### config.mk
export PLATFORM = sky130hd
export DESIGN_NAME = systolic_feeder
export DESIGN_NICKNAME = d
export VERILOG_FILES = /design/src/rtl/systolic_feeder.sv
export SDC_FILE = /design/constraint.sdc
export NUM_CORES = 1
export LEC_CHECK = 0
export BUFFER_PORTS_ARGS = -buffer_cell sky130_fd_sc_hd__buf_2
export CAP_MARGIN = 20
export CORE_ASPECT_RATIO = 1.75
export CORE_UTILIZATION = 60
export CTS_CLUSTER_SIZE = 14
export DETAILED_ROUTE_END_ITERATION = 8
export PLACE_DENSITY_LB_ADDON = 0.12
export SLEW_MARGIN = 20
export SYNTH_ARGS = -nofsm -noshare
export SYNTH_HDL_FRONTEND = slang
export SYNTH_SLANG_ARGS = --single-unit
export TNS_END_PERCENT = 5
### constraint.sdc
create_clock -name clk -period 11.4 [get_ports clk]
set_input_delay 0.57 -clock clk [delete_from_list [all_inputs] [get_ports clk]]
set_output_delay 0.57 -clock clk [all_outputs]
set_load 0.01 [all_outputs]
### src/rtl/systolic_feeder.sv
// systolic_feeder: stores a depth x depth data matrix D and weight
// matrix W, then streams them diagonally skewed into a systolic array.
//
// Ports:
//   clk, reset          clock, asynchronous active-high reset
//   wr_en/wr_sel/wr_row write one row of D (wr_sel=0) or W (wr_sel=1)
//   wr_vec              row contents, column c at [bit_width*c +: bit_width]
//   start               request one feed run (IDLE only)
//   data_arr, wt_arr    registered skewed lanes, lane i = D/W[k-i][i]
//   control, busy       high from FEED cycle 0 through the last FLUSH cycle
//   done                one-cycle pulse on the first IDLE cycle after FLUSH
//   run_cnt             8-bit count of completed runs, only present when
//                       the macro FEEDER_RUN_COUNT_EN is defined
module systolic_feeder #(
    parameter int depth     = 4,
    parameter int bit_width = 8
) (
    input  logic                         clk,
    input  logic                         reset,
    input  logic                         wr_en,
    input  logic                         wr_sel,
    input  logic [$clog2(depth)-1:0]     wr_row,
    input  logic [bit_width*depth-1:0]   wr_vec,
    input  logic                         start,
    output logic [bit_width*depth-1:0]   data_arr,
    output logic [bit_width*depth-1:0]   wt_arr,
    output logic                         control,
    output logic                         busy,
`ifdef FEEDER_RUN_COUNT_EN
    output logic                         done,
    output logic [7:0]                   run_cnt
`else
    output logic                         done
`endif
);

    localparam int CW = $clog2(2 * depth);
    localparam logic [CW-1:0] LAST_FEED  = CW'(2 * depth - 2);
    localparam logic [CW-1:0] LAST_FLUSH = CW'(depth - 1);

    typedef enum logic [1:0] {
        IDLE  = 2'd0,
        FEED  = 2'd1,
        FLUSH = 2'd2
    } state_t;

    state_t                     state_q, state_d;
    logic [CW-1:0]              cnt_q, cnt_d;
    logic                       we;
    logic                       done_d;
    logic                       busy_d;
    logic [bit_width*depth-1:0] data_d, wt_d;

    logic [bit_width-1:0] d_mem [depth][depth];
    logic [bit_width-1:0] w_mem [depth][depth];

    // One counter serves both FEED and FLUSH; it restarts at 0 on
    // every state entry.
    always_comb begin
        state_d = state_q;
        cnt_d   = cnt_q;
        we      = 1'b0;
        unique case (state_q)
            IDLE: begin
                if (start) begin
                    state_d = FEED;
                    cnt_d   = '0;
                end else if (wr_en) begin
                    we = 1'b1;
                end
            end
            FEED: begin
                if (cnt_q == LAST_FEED) begin
                    state_d = FLUSH;
                    cnt_d   = '0;
                end else begin
                    cnt_d = cnt_q + 1'b1;
                end
            end
            FLUSH: begin
                if (cnt_q == LAST_FLUSH) begin
                    state_d = IDLE;
                    cnt_d   = '0;
                end else begin
                    cnt_d = cnt_q + 1'b1;
                end
            end
            default: begin
                state_d = IDLE;
                cnt_d   = '0;
            end
        endcase
    end

    // Outputs are computed from the next state/count so that the
    // registered lanes line up with the cycle they describe.
    always_comb begin
        busy_d = (state_d != IDLE);
        done_d = (state_q == FLUSH) && (state_d == IDLE);
        data_d = '0;
        wt_d   = '0;
        for (int i = 0; i < depth; i++) begin
            for (int r = 0; r < depth; r++) begin
                if (state_d == FEED && int'(cnt_d) == r + i) begin
                    data_d[i*bit_width +: bit_width] = d_mem[r][i];
                    wt_d[i*bit_width +: bit_width]   = w_mem[r][i];
                end
            end
        end
    end

    always_ff @(posedge clk or posedge reset) begin
        if (reset) begin
            state_q  <= IDLE;
            cnt_q    <= '0;
            data_arr <= '0;
            wt_arr   <= '0;
            control  <= 1'b0;
            busy     <= 1'b0;
            done     <= 1'b0;
        end else begin
            state_q  <= state_d;
            cnt_q    <= cnt_d;
            data_arr <= data_d;
            wt_arr   <= wt_d;
            control  <= busy_d;
            busy     <= busy_d;
            done     <= done_d;
        end
    end

    always_ff @(posedge clk or posedge reset) begin
        if (reset) begin
            for (int r = 0; r < depth; r++) begin
                for (int c = 0; c < depth; c++) begin
                    d_mem[r][c] <= '0;
                    w_mem[r][c] <= '0;
                end
            end
        end else if (we) begin
            for (int c = 0; c < depth; c++) begin
                if (wr_sel) begin
                    w_mem[wr_row][c] <= wr_vec[c*bit_width +: bit_width];
                end else begin
                    d_mem[wr_row][c] <= wr_vec[c*bit_width +: bit_width];
                end
            end
        end
    end

`ifdef FEEDER_RUN_COUNT_EN
    always_ff @(posedge clk or posedge reset) begin
        if (reset) begin
            run_cnt <= 8'd0;
        end else if (done_d) begin
            run_cnt <= run_cnt + 8'd1;
        end
    end
`endif

endmodule

==> results of run 1 <==
[routing by layer]
layer | vias to the layer above | track usage | wire, um
met5 | - | 0 | 0
met4 | 0 | 0.0812 | 816
met3 | 55 | 0.0269 | 969
met2 | 178 | 0.452 | 15000
met1 | 4195 | 0.328 | 11200
li1 | 3534 | - | -
[stage by stage]
| stage | area, um^2 | total power [mW] |
|---|---|---|
| after floorplan | 13500 | 2.67 |
| after detailed placement | 14300 | 3.09 |
| after global routing | 15200 | 4.16 |
| after global placement | 14300 | 3.05 |
| final | 15200 | 3.94 |
| after CTS | 15200 | 3.99 |
[state kept, by name (all words and copies together), names as in the netlist]
| signal | flops |
|---|---|
| busy | 1 |
| cnt_q | 3 |
| d_mem | 128 |
| data_arr | 32 |
| done | 1 |
| state_q | 2 |
| w_mem | 128 |
| wt_arr | 32 |
[power by group through the flow]
stage	registers [mW]	logic, mW	clock network (mW)
3_5_place_dp	1.73	1.36	0
3_3_place_gp	1.71	1.34	0
2_1_floorplan	1.72	0.945	0
5_1_grt	1.75	1.46	0.947
4_1_cts	1.71	1.37	0.905
6_report	1.71	1.35	0.882
[worst paths after layout]
| path | start | endpoint | slack, ps | cells after the start |
|---|---|---|---|---|
| worst min register to register | w_mem[24] | w_mem[24] | 490 | 1 |
| worst min-delay path | reset | busy | 140 | 2 |
| worst max-delay path | cnt_q[0] | data_arr[25] | 8120 | 8 |
| min in group clk | wr_vec[1] | d_mem[57] | 360 | 2 |
| max in group asynchronous | reset | w_mem[116] | 9870 | 3 |
| worst max register to register | cnt_q[0] | data_arr[25] | 8120 | 8 |
[final cells by class]
class	instances	area, um^2
clock buffers	41	801
clock inverters	6	33.8
fillers	1584	6900
inverters	5	33.8
multi-input cells	508	5060
flip-flops and latches	327	8180
well taps	296	370
repair buffers	122	693
[synthesized netlist by cell type (2+ instances only)]
cell type / n
buf_2: 33
dfrtp_1: 327
nor2b_1: 3
nor3_2: 2
or2_2: 2
inv_1: 4
mux2i_1: 72
nor3_1: 3
mux2_2: 251
o22ai_1: 24
ha_1: 4
a221o_1: 30
a32oi_1: 16
o21ai_0: 24
o221ai_1: 9
o21ai_1: 2
clkbuf_1: 19
nand2_1: 8
and3b_1: 2
nor2_1: 6
nand2b_1: 2
nor3b_2: 2
nor3b_1: 3
a21oi_1: 4
a211o_1: 2
nand3b_1: 4
mux2_1: 5
buf_4: 7
o211a_1: 16
[critical path: stages (launching register included)]
cell and delay (ps):
dfrtp_1 480, inv_1 150, ha_1 260, nand2_1 140, nand2_1 220, o22ai_4 210
buf_4 640, nand2_1 640, o211a_1 410
[logic make-up (layout without fill, tap and decap cells)]
logic type	count (synthesis)	after routing
AND/OR/NAND/NOR	42	42
multiplexers	328	328
AO/OA/AOI/OAI	134	134
adder cells (fa/ha/maj)	4	4
flip-flops	327	327
buffers and inverters	65	174
==> metrics.md, run 1 <==
| Metric | Value |
|---|---|
| Worst slew margin | `0.282` |
| Clk sink count | `327` |
| WP data required | `11820 ps` |
| Io pins | `106` |
| Comb power frac | `0.343` |
| Fin util | `0.687` |
| Fin Hold WS | `136 ps` |
| Crit path kind | `reg -> reg` |
| Row count | `72` |
| Dominant cells by area after synthesis | `dfrtp_1, mux2_2, mux2i_1` |
| Status | `finished, final reports clean` |
| Mapped Cells | `900` |
| Most frequent cells in the layout | `dfrtp_1, mux2_2, buf_2` |
| Hpwl dp | `16.8 mm` |
| Sequential power share | `0.433` |
| # H-tree levels | `1` |
| Resize count post-CTS | `0` |
| Final setup viols | `0` |
| Xor/xnor share of the synthesized area | `0` |
| Drt total wl | `28.1 mm` |
| Clock slew at reported path FFs | `60 ps` |
| Vias | `7962` |
| Nets | `1036` |
| Yosys warns | `0` |
| Tightest Pin Transition | `1070 ps` |
| First-pass GRT wire length | `45.8 mm` |
| # diodes | `0` |
| Vias in the first global route | `8501` |
| Hold Fails Final Rpt | `0` |
| Final GP Congestion | `0.820` |
| Number of synthesized flops with an enable pin | `0` |
| Crit share post-route | `0.288` |
| Remaining Overflow, GRT | `0` |
| 1st-iter DRT viols | `438` |
| Dpl cells | `1257` |
| Pre-CTS WS | `8100 ps` |
| Worst Clk Skew | `20.7 ps` |
| Setup WS post-layout | `8120 ps` |
| Synth Net Count | `943` |
| RSZ-0062 raised after global routing | `no` |
| Yosys top cell by area | `dfrtp_1` |
| Internal power | `2.61 mW` |
| Layout overhead on the synthesized area | `12.4%` |
| GRT Overall Usage | `0.256` |
| DR vias/cell | `6.10` |
| Ys async rst share | `1.00` |
| Worst-path maximum fanout | `49` |
| Hold WC Path Type | `in -> async` |
| Number of buffers added on ports | `105` |
| Clk pwr share | `0.224` |
| Root buffer cell | `clkbuf_16` |
| Mux cell area share after synthesis | `0.267` |
| CTS tree | `yes` |
| Pre-Repair DR Iteration Count | `5` |
| #FFs+latches synth | `327` |
| Die Ht | `200 um` |
| Top FF cell, synth | `dfrtp_1` |
| Final Max Slew Viols | `0` |
| Worst-skew pair later-pin latency | `540 ps` |
| Max_cap viols | `0` |
| Post-synthesis compound-gate area fraction | `0.0798` |
| Synth Area in Adders | `0.00371` |
| Final cell count without fillers | `1305` |
| CTS buffer count | `29` |
| Crit path time final | `3280 ps` |
| Initial Util | `0.612` |
| Post-Synth Simple-Gate Area | `0.0198` |
| Largest family of logic cells by synthesized area | `multiplexers` |
| Top cell type's share of synthesized area | `0.606` |
| Crit path launch type | `flop` |
| Core Area | `0.0221 mm^2` |
| Setup tns final | `0 ps` |
| Routed WL per cell | `21.5 um` |
| Routed Antenna Nets | `0` |
| Max clock buf depth | `3` |
| Most common cell after layout, fill and taps aside | `dfrtp_1` |
| Switch share | `0.339` |
| Post-CTS Setup Bufs | `0` |
| Share of post-route cells with drive strength above 1 | `0.425` |
| Crit path capture type | `flop` |
| Max Clock Freq | `305 MHz` |
| Syn avg cell area | `15.0 um^2` |
| Antenna violations before repair | `0` |
| Largest net degree at the start of global routing | `180` |
| Worst vdd ir | `164 uV` |
| Synth Cell Area | `0.0135 mm^2` |
| Net Switching | `1.33 mW` |
| Arr. time, crit path | `3700 ps` |
| Full die area | `0.0231 mm^2` |
| Die Span X | `115 um` |
| Static Leak | `7.70 nW` |
| DRC Markers | `0` |
| Post-synthesis cell type count | `43` |
| Cts hold-fix bufs | `0` |
| Register area share after synthesis | `0.606` |
| Pwr/cell area | `260 mW/mm^2` |
Note: power is estimated with default switching activity, not from simulation.
==> run 2: changes to the inputs <==
Settings changed: CORE_UTILIZATION 60 to 54.
Clock period 11.4 ns to 2.8 ns, I/O delays scaled along.
==> run 2 against run 1 <==
Routed wire length is 4.3% higher. Sequential share of layout area shrank 2.4 points. Total power grew to 4.2 times the previous value. Cell count grew 5.9%. Die area rose by 11%. Largest cell class unchanged.
==> metrics.md, run 2 (synthesis gave the netlist of run 1 again) <==
| Metric | Value |
|---|---|
| Clock slew at reported path FFs | `60 ps (about the same)` |
| Max Clock Freq | `383 MHz (+26%)` |
| Area of placed instances | `0.0146 mm^2 (+2.0%)` |
| Hpwl dp | `18.0 mm (+6.7%)` |
| Crit path kind | `reg -> reg` |
| Hold WC Path Type | `in -> async` |
| Layout overhead on the synthesized area | `17.5%` |
| CP top delay family | `compound AO/OA/AOI/OAI gates` |
| Most common cell after layout, fill and taps aside | `dfrtp_1` |
| Crit path time final | `2610 ps (-673 ps)` |
| Routed Antenna Nets | `0 (unchanged)` |
| Crit path launch type | `flop` |
| Row count | `76 (+5.6%)` |
| Critical path depth | `6 (-2)` |
| Worst r2r src | `cnt_q[0]` |
| Initial Util | `0.548 (-0.0635)` |
| RSZ-0062 raised after global routing | `no` |
| Routed WL per cell | `21.2 um (-1.5%)` |
| GRT Overall Usage | `0.241 (-0.0158)` |
| Root buffer cell | `clkbuf_16` |
| Die Span X | `122 um (+5.3%)` |
| WP buf/inv | `1 (-1)` |
| Worst setup path end | `data_arr[24]` |
| Static Leak | `8.02 nW (+4.2%)` |
| Drt total wl | `29.3 mm (+4.3%)` |
| Share of post-route cells with drive strength above 1 | `0.426 (+0.000995)` |
| Die Ht | `211 um (+5.4%)` |
| Post-CTS Setup Bufs | `0 (unchanged)` |
| Remaining Overflow, GRT | `0 (unchanged)` |
| Max_cap viols | `0 (unchanged)` |
| Number of buffers added on ports | `105 (unchanged)` |
| Pwr/cell area | `1050 mW/mm^2 (+300%)` |
| Pre-CTS WS | `185 ps (-7920 ps)` |
| Most frequent cells in the layout | `dfrtp_1, mux2_2, buf_2` |
| Final instance area | `0.0159 mm^2 (+4.6%)` |
| Arr. time, crit path | `3100 ps (-600 ps)` |
| Worst vdd ir | `896 uV (+450%)` |
| Vias in the first global route | `8576 (+0.88%)` |
| Switch share | `0.331 (-0.00784)` |
| Top flop regs | `d_mem (128), w_mem (128)` |
| Tightest Pin Transition | `949 ps (-124 ps)` |
| First-pass GRT wire length | `47.3 mm (+3.2%)` |
| Final GP Congestion | `0.830 (+1.1%)` |
| Hold Fails Final Rpt | `0 (unchanged)` |
| Crit-path cells | `inv_1 -> ha_1 -> nand3b_1 -> a211oi_4 -> a221o_1 -> o211a_1` |
| Max clock buf depth | `3 (unchanged)` |
| Internal power | `11.1 mW (+330%)` |
| CTS tree | `yes` |
| DRC Markers | `0 (unchanged)` |
| Slowest stage delay, CP | `840 ps (+200 ps)` |
| # diodes | `0 (unchanged)` |
| Nets | `1094 (+5.6%)` |
| Worst-skew pair later-pin latency | `550 ps (about the same)` |
| DR vias/cell | `5.86 (-3.9%)` |
| Crit path from | `cnt_q[0]` |
| R2R Setup Slk | `190 ps (-7930 ps)` |
| Largest net degree at the start of global routing | `49 (-73%)` |
| Worst slew margin | `0.363 (+0.0813)` |
| Setup tns final | `0 ps (unchanged)` |
| Resize count post-CTS | `0 (unchanged)` |
| Worst Clk Skew | `7.50 ps (-13.2 ps)` |
| Core Area | `0.0246 mm^2 (+12%)` |
| Net Switching | `5.49 mW (+310%)` |
| WP data required | `3290 ps (-8530 ps)` |
| Comb power frac | `0.349 (+0.006)` |
| Full die area | `0.0257 mm^2 (+11%)` |
| Io pins | `106 (unchanged)` |
| Worst-path maximum fanout | `16 (-67%)` |
| R2R cell count | `6 (-2)` |
| Dpl cells | `1298 (+3.3%)` |
| Final setup viols | `0 (unchanged)` |
| Final cell count without fillers | `1382 (+5.9%)` |
| # H-tree levels | `1 (unchanged)` |
| FF-to-FF End | `data_arr[24]` |
| CTS buffer count | `29 (unchanged)` |
| Sequential power share | `0.418 (-0.015)` |
| Clk sink count | `327 (unchanged)` |
| Setup WS post-layout | `191 ps (-7930 ps)` |
| Clk pwr share | `0.233 (+0.009)` |
| Crit path capture type | `flop` |
| Crit share post-route | `0.932 (+0.644)` |
| Vias | `8104 (+1.8%)` |
| Antenna violations before repair | `1 (+1)` |
| 1st-iter DRT viols | `461 (+5.3%)` |
| Final Max Slew Viols | `0 (unchanged)` |
| Pre-Repair DR Iteration Count | `4 (-1)` |
| Fin Hold WS | `277 ps (+141 ps)` |
| CP max-delay cell | `a211oi_4` |
| Status | `finished, final reports clean` |
==> run 2: final cells by class <==
type,instances,area [um^2]
fillers,1891,8760
flip-flops and latches,327,8180
multi-input cells,508,5050
repair buffers,180,1300
clock buffers,47,883
well taps,312,390
clock inverters,3,40.0
inverters,5,25.0
==> run 2: routing by layer <==
layer,part of all wire,track usage,up-vias
met5,0.00044,0,-
met4,0.018,0.0668,2
met3,0.028,0.0273,40
met2,0.52,0.423,125
met1,0.43,0.312,4287
li1,-,-,3650
==> run 2: what timing repair did <==
| action | 4_1_cts | 5_1_grt |
|---|---|---|
| endpoints found under the hold margin | 275 | 0 |
| hold buffers | 34 | 0 |
| endpoints found under the setup margin | 0 | 0 |
==> run 2: worst min path at each step <==
stage / end / slack, ps / cells past startpoint / from
6_report: w_mem[42] / 280 / 3 / reset
5_1_grt: w_mem[10] / 280 / 4 / wr_row[1]
4_1_cts: w_mem[5] / 260 / 4 / wr_row[1]
3_5_place_dp: w_mem[42] / 300 / 2 / reset
3_3_place_gp: w_mem[106] / 300 / 2 / reset
2_1_floorplan: w_mem[24] / 270 / 1 / wr_vec[0]
==> run 2: power groups by stage <==
stage | Combinational, mW | Sequential (mW) | Clock [mW]
2_1_floorplan | 3.85 | 7.01 | 0
3_3_place_gp | 5.70 | 6.99 | 0
3_5_place_dp | 5.79 | 7.03 | 0
4_1_cts | 5.85 | 6.95 | 3.96
5_1_grt | 6.25 | 7.12 | 4.15
6_report | 5.79 | 6.95 | 3.87
==> run 2: stage by stage <==
stage          power, mW   util
5_1_grt             17.5  0.644
3_3_place_gp        12.7  0.593
6_report            16.6  0.644
3_5_place_dp        12.8  0.593
2_1_floorplan       10.9      -
4_1_cts             16.8  0.644
==> run 2: worst register-to-register path, cell delays in order (launching register included) <==
cell and delay (ps):
dfrtp_1 480, inv_1 150, ha_1 390, nand3b_1 250, a211oi_4 840, a221o_1 290, o211a_1 150
==> run 3: changes to the inputs <==
Settings changed: CORE_UTILIZATION 54 to 51.
==> run 3 against run 2 <==
Combinational power down 0.9%. Critical path depth is the same. Sequential share of layout area up 0.27 points. The run now ends with DRC left. Core utilization fell by 3.6 points. Final area down 0.53%. Cell count increased by 0.51%. Count of clock-buffer cells in the layout is 1 higher. Clock power is essentially flat. Maximum frequency fell by 0.44%. Hold slack got worse by 180 ps.
==> metrics.md, run 3 (synthesis gave the netlist of run 1 again) <==
| Metric | Value |
|---|---|
| Status | `finished, violations left` |
| Failing checks | `DRC` |
| Fin util | `0.608 (-0.0363)` |
| Comb power frac | `0.348 (about the same)` |
| Vias in the first global route | `8535 (-0.48%)` |
| Filler cells | `2108 (+11%)` |
| Final Max Slew Viols | `0 (unchanged)` |
| Largest net degree at the start of global routing | `106 (+120%)` |
| Clock slew at reported path FFs | `60 ps (about the same)` |
| Io pins | `106 (unchanged)` |
| Max Clock Freq | `382 MHz (-0.44%)` |
| Crit path launch type | `flop` |
| 1st-iter DRT viols | `347 (-25%)` |
| # H-tree levels | `1 (unchanged)` |
| Arr. time, crit path | `3110 ps (about the same)` |
| Remaining Overflow, GRT | `0 (unchanged)` |
| Post-CTS Setup Bufs | `0 (unchanged)` |
| Gr busiest metal | `met2` |
| Max_cap viols | `0 (unchanged)` |
| Hold WC Path Type | `in -> async` |
| M2 GR Usage | `0.409 (-0.0146)` |
| Routed Antenna Nets | `0 (unchanged)` |
| Switch share | `0.334 (+0.00322)` |
| Most common cell after layout, fill and taps aside | `dfrtp_1` |
| Share of post-route cells with drive strength above 1 | `0.421 (-0.00521)` |
| Top flop regs | `d_mem (128), w_mem (128)` |
| Vias | `8072 (-0.39%)` |
| Crit path kind | `reg -> reg` |
| Most frequent cells in the layout | `dfrtp_1, mux2_2, buf_2` |
| Crit path time final | `2620 ps (+11.4 ps)` |
| GR met3 Demand/Resource | `0.0234 (-0.00391)` |
| Worst-path maximum fanout | `16 (unchanged)` |
| Antenna violations before repair | `0 (-1)` |
| CTS buffer count | `30 (+3.4%)` |
| Nets | `1092 (-0.18%)` |
| Pre-Repair DR Iteration Count | `6 (+2)` |
| Hpwl dp | `17.5 mm (-2.7%)` |
| Routed WL per cell | `21.1 um (-0.37%)` |
| Die Ht | `217 um (+2.9%)` |
| Crit path capture type | `flop` |
| Full die area | `0.0272 mm^2 (+5.8%)` |
| Row count | `78 (+2.6%)` |
| Crit share post-route | `0.936 (+0.00408)` |
| Worst vdd ir | `623 uV (-30%)` |
| CTS tree | `yes` |
| Net Switching | `5.52 mW (+0.42%)` |
| Internal power | `11.0 mW (-1.0%)` |
| RSZ-0062 raised after global routing | `no` |
| Worst-skew pair later-pin latency | `560 ps (about the same)` |
| Tightest Pin Transition | `900 ps (-49.5 ps)` |
| Clk sink count | `327 (unchanged)` |
| WP data required | `3290 ps (about the same)` |
| Number of buffers added on ports | `105 (unchanged)` |
| First-pass GRT wire length | `47.5 mm (+0.35%)` |
| Setup tns final | `0 ps (unchanged)` |
| DR vias/cell | `5.81 (-0.90%)` |
| Root buffer cell | `clkbuf_16` |
| Max clock buf depth | `3 (unchanged)` |
| Core Area | `0.0260 mm^2 (+5.4%)` |
| Final GP Congestion | `0.794 (-4.4%)` |
| GRT met1 Usage | `0.286 (-0.0255)` |
| Resize count post-CTS | `0 (unchanged)` |
| Drt total wl | `29.3 mm (+0.13%)` |
| DRC Markers | `14 (+14)` |
| Clk pwr share | `0.232 (about the same)` |
| Worst Clk Skew | `7.54 ps (+0.0370 ps)` |
| Static Leak | `7.97 nW (-0.64%)` |
| Final setup viols | `0 (unchanged)` |
| Worst slew margin | `0.398 (+0.0353)` |
| Pwr/cell area | `1050 mW/mm^2 (about the same)` |
| # diodes | `0 (unchanged)` |
| Die Span X | `125 um (+2.9%)` |
| Initial Util | `0.520 (-0.0281)` |
| Power, Total | `16.5 mW (-0.55%)` |
| Sequential power share | `0.420 (+0.002)` |
| Layout overhead on the synthesized area | `16.9%` |
| GRT Overall Usage | `0.225 (-0.0158)` |
| Hold Fails Final Rpt | `0 (unchanged)` |
-- run 3: cell types whose count changed in the layout (fill, tap and decap cells not counted) --
cell / change
buf_12: -4
buf_4: +1
bufinv_16: -1
clkbuf_1: +4
clkbuf_16: +2
clkbuf_8: -5
clkinvlp_4: +2
nand2_1: +1
nand2_2: -1
-- run 3: worst paths after layout --
| kind | cells after the start | slack, ps | end | startpoint |
|---|---|---|---|---|
| setup / recovery | 6 | 180 | wt_arr[26] | cnt_q[0] |
| hold / removal | 3 | 100 | d_mem[75] | reset |
| setup reg to reg | 6 | 180 | wt_arr[26] | cnt_q[0] |
| hold reg to reg | 1 | 490 | d_mem[123] | d_mem[123] |
| max in group asynchronous | 4 | 1840 | w_mem[89] | reset |
| min in group clk | 4 | 320 | d_mem[100] | wr_row[1] |
-- run 3: cell type report --
type                       count  area [um^2]  share of cell area
clock buffer                  48          880              0.0557
tap                          320          400              0.0254
clock inverter                 4         25.0             0.00159
timing repair buffer         177         1230              0.0777
multi-input combinational    508         5050               0.320
inverter                       5         25.0             0.00159
sequential                   327         8180               0.518
-- run 3: power by group through the flow --
stage          clock (mW)  sequential (mW)  combinational, mW
6_report             3.84             6.94               5.74
5_1_grt              4.11             7.11               6.17
4_1_cts              3.93             6.95               5.82
3_5_place_dp            0             7.03               5.76
3_3_place_gp            0             6.99               5.67
2_1_floorplan           0             7.01               3.85
-- run 3: what timing repair did --
item,CTS,global route
setup endpoints to repair,0,0
endpoints found under the hold margin,362,0
hold buffers,34,0
-- run 3: layer usage --
metal	vias to the layer above	wire length, um
met3	34	897
met4	0	497
met2	129	15400
met5	-	0
li1	3647	-
met1	4262	12600
-- run 3: worst max-delay path, cell delays in order (launching register included) --
cell	delay, ps
dfrtp_1	480
inv_1	160
ha_1	390
nand3b_1	260
a211oi_4	820
a221o_1	280
o211a_1	160
-- run 3: stage by stage --
stage          setup WS [ps]  cells  cell area [um^2]  hold WS [ps]
2_1_floorplan          -1700    900             13500           272
3_3_place_gp             244   1303             14500           142
3_5_place_dp             196   1303             14500           135
4_1_cts                  174   1389             15800          96.2
5_1_grt                 4.40   1389             15800           125
6_report                 179   1389             15800           100
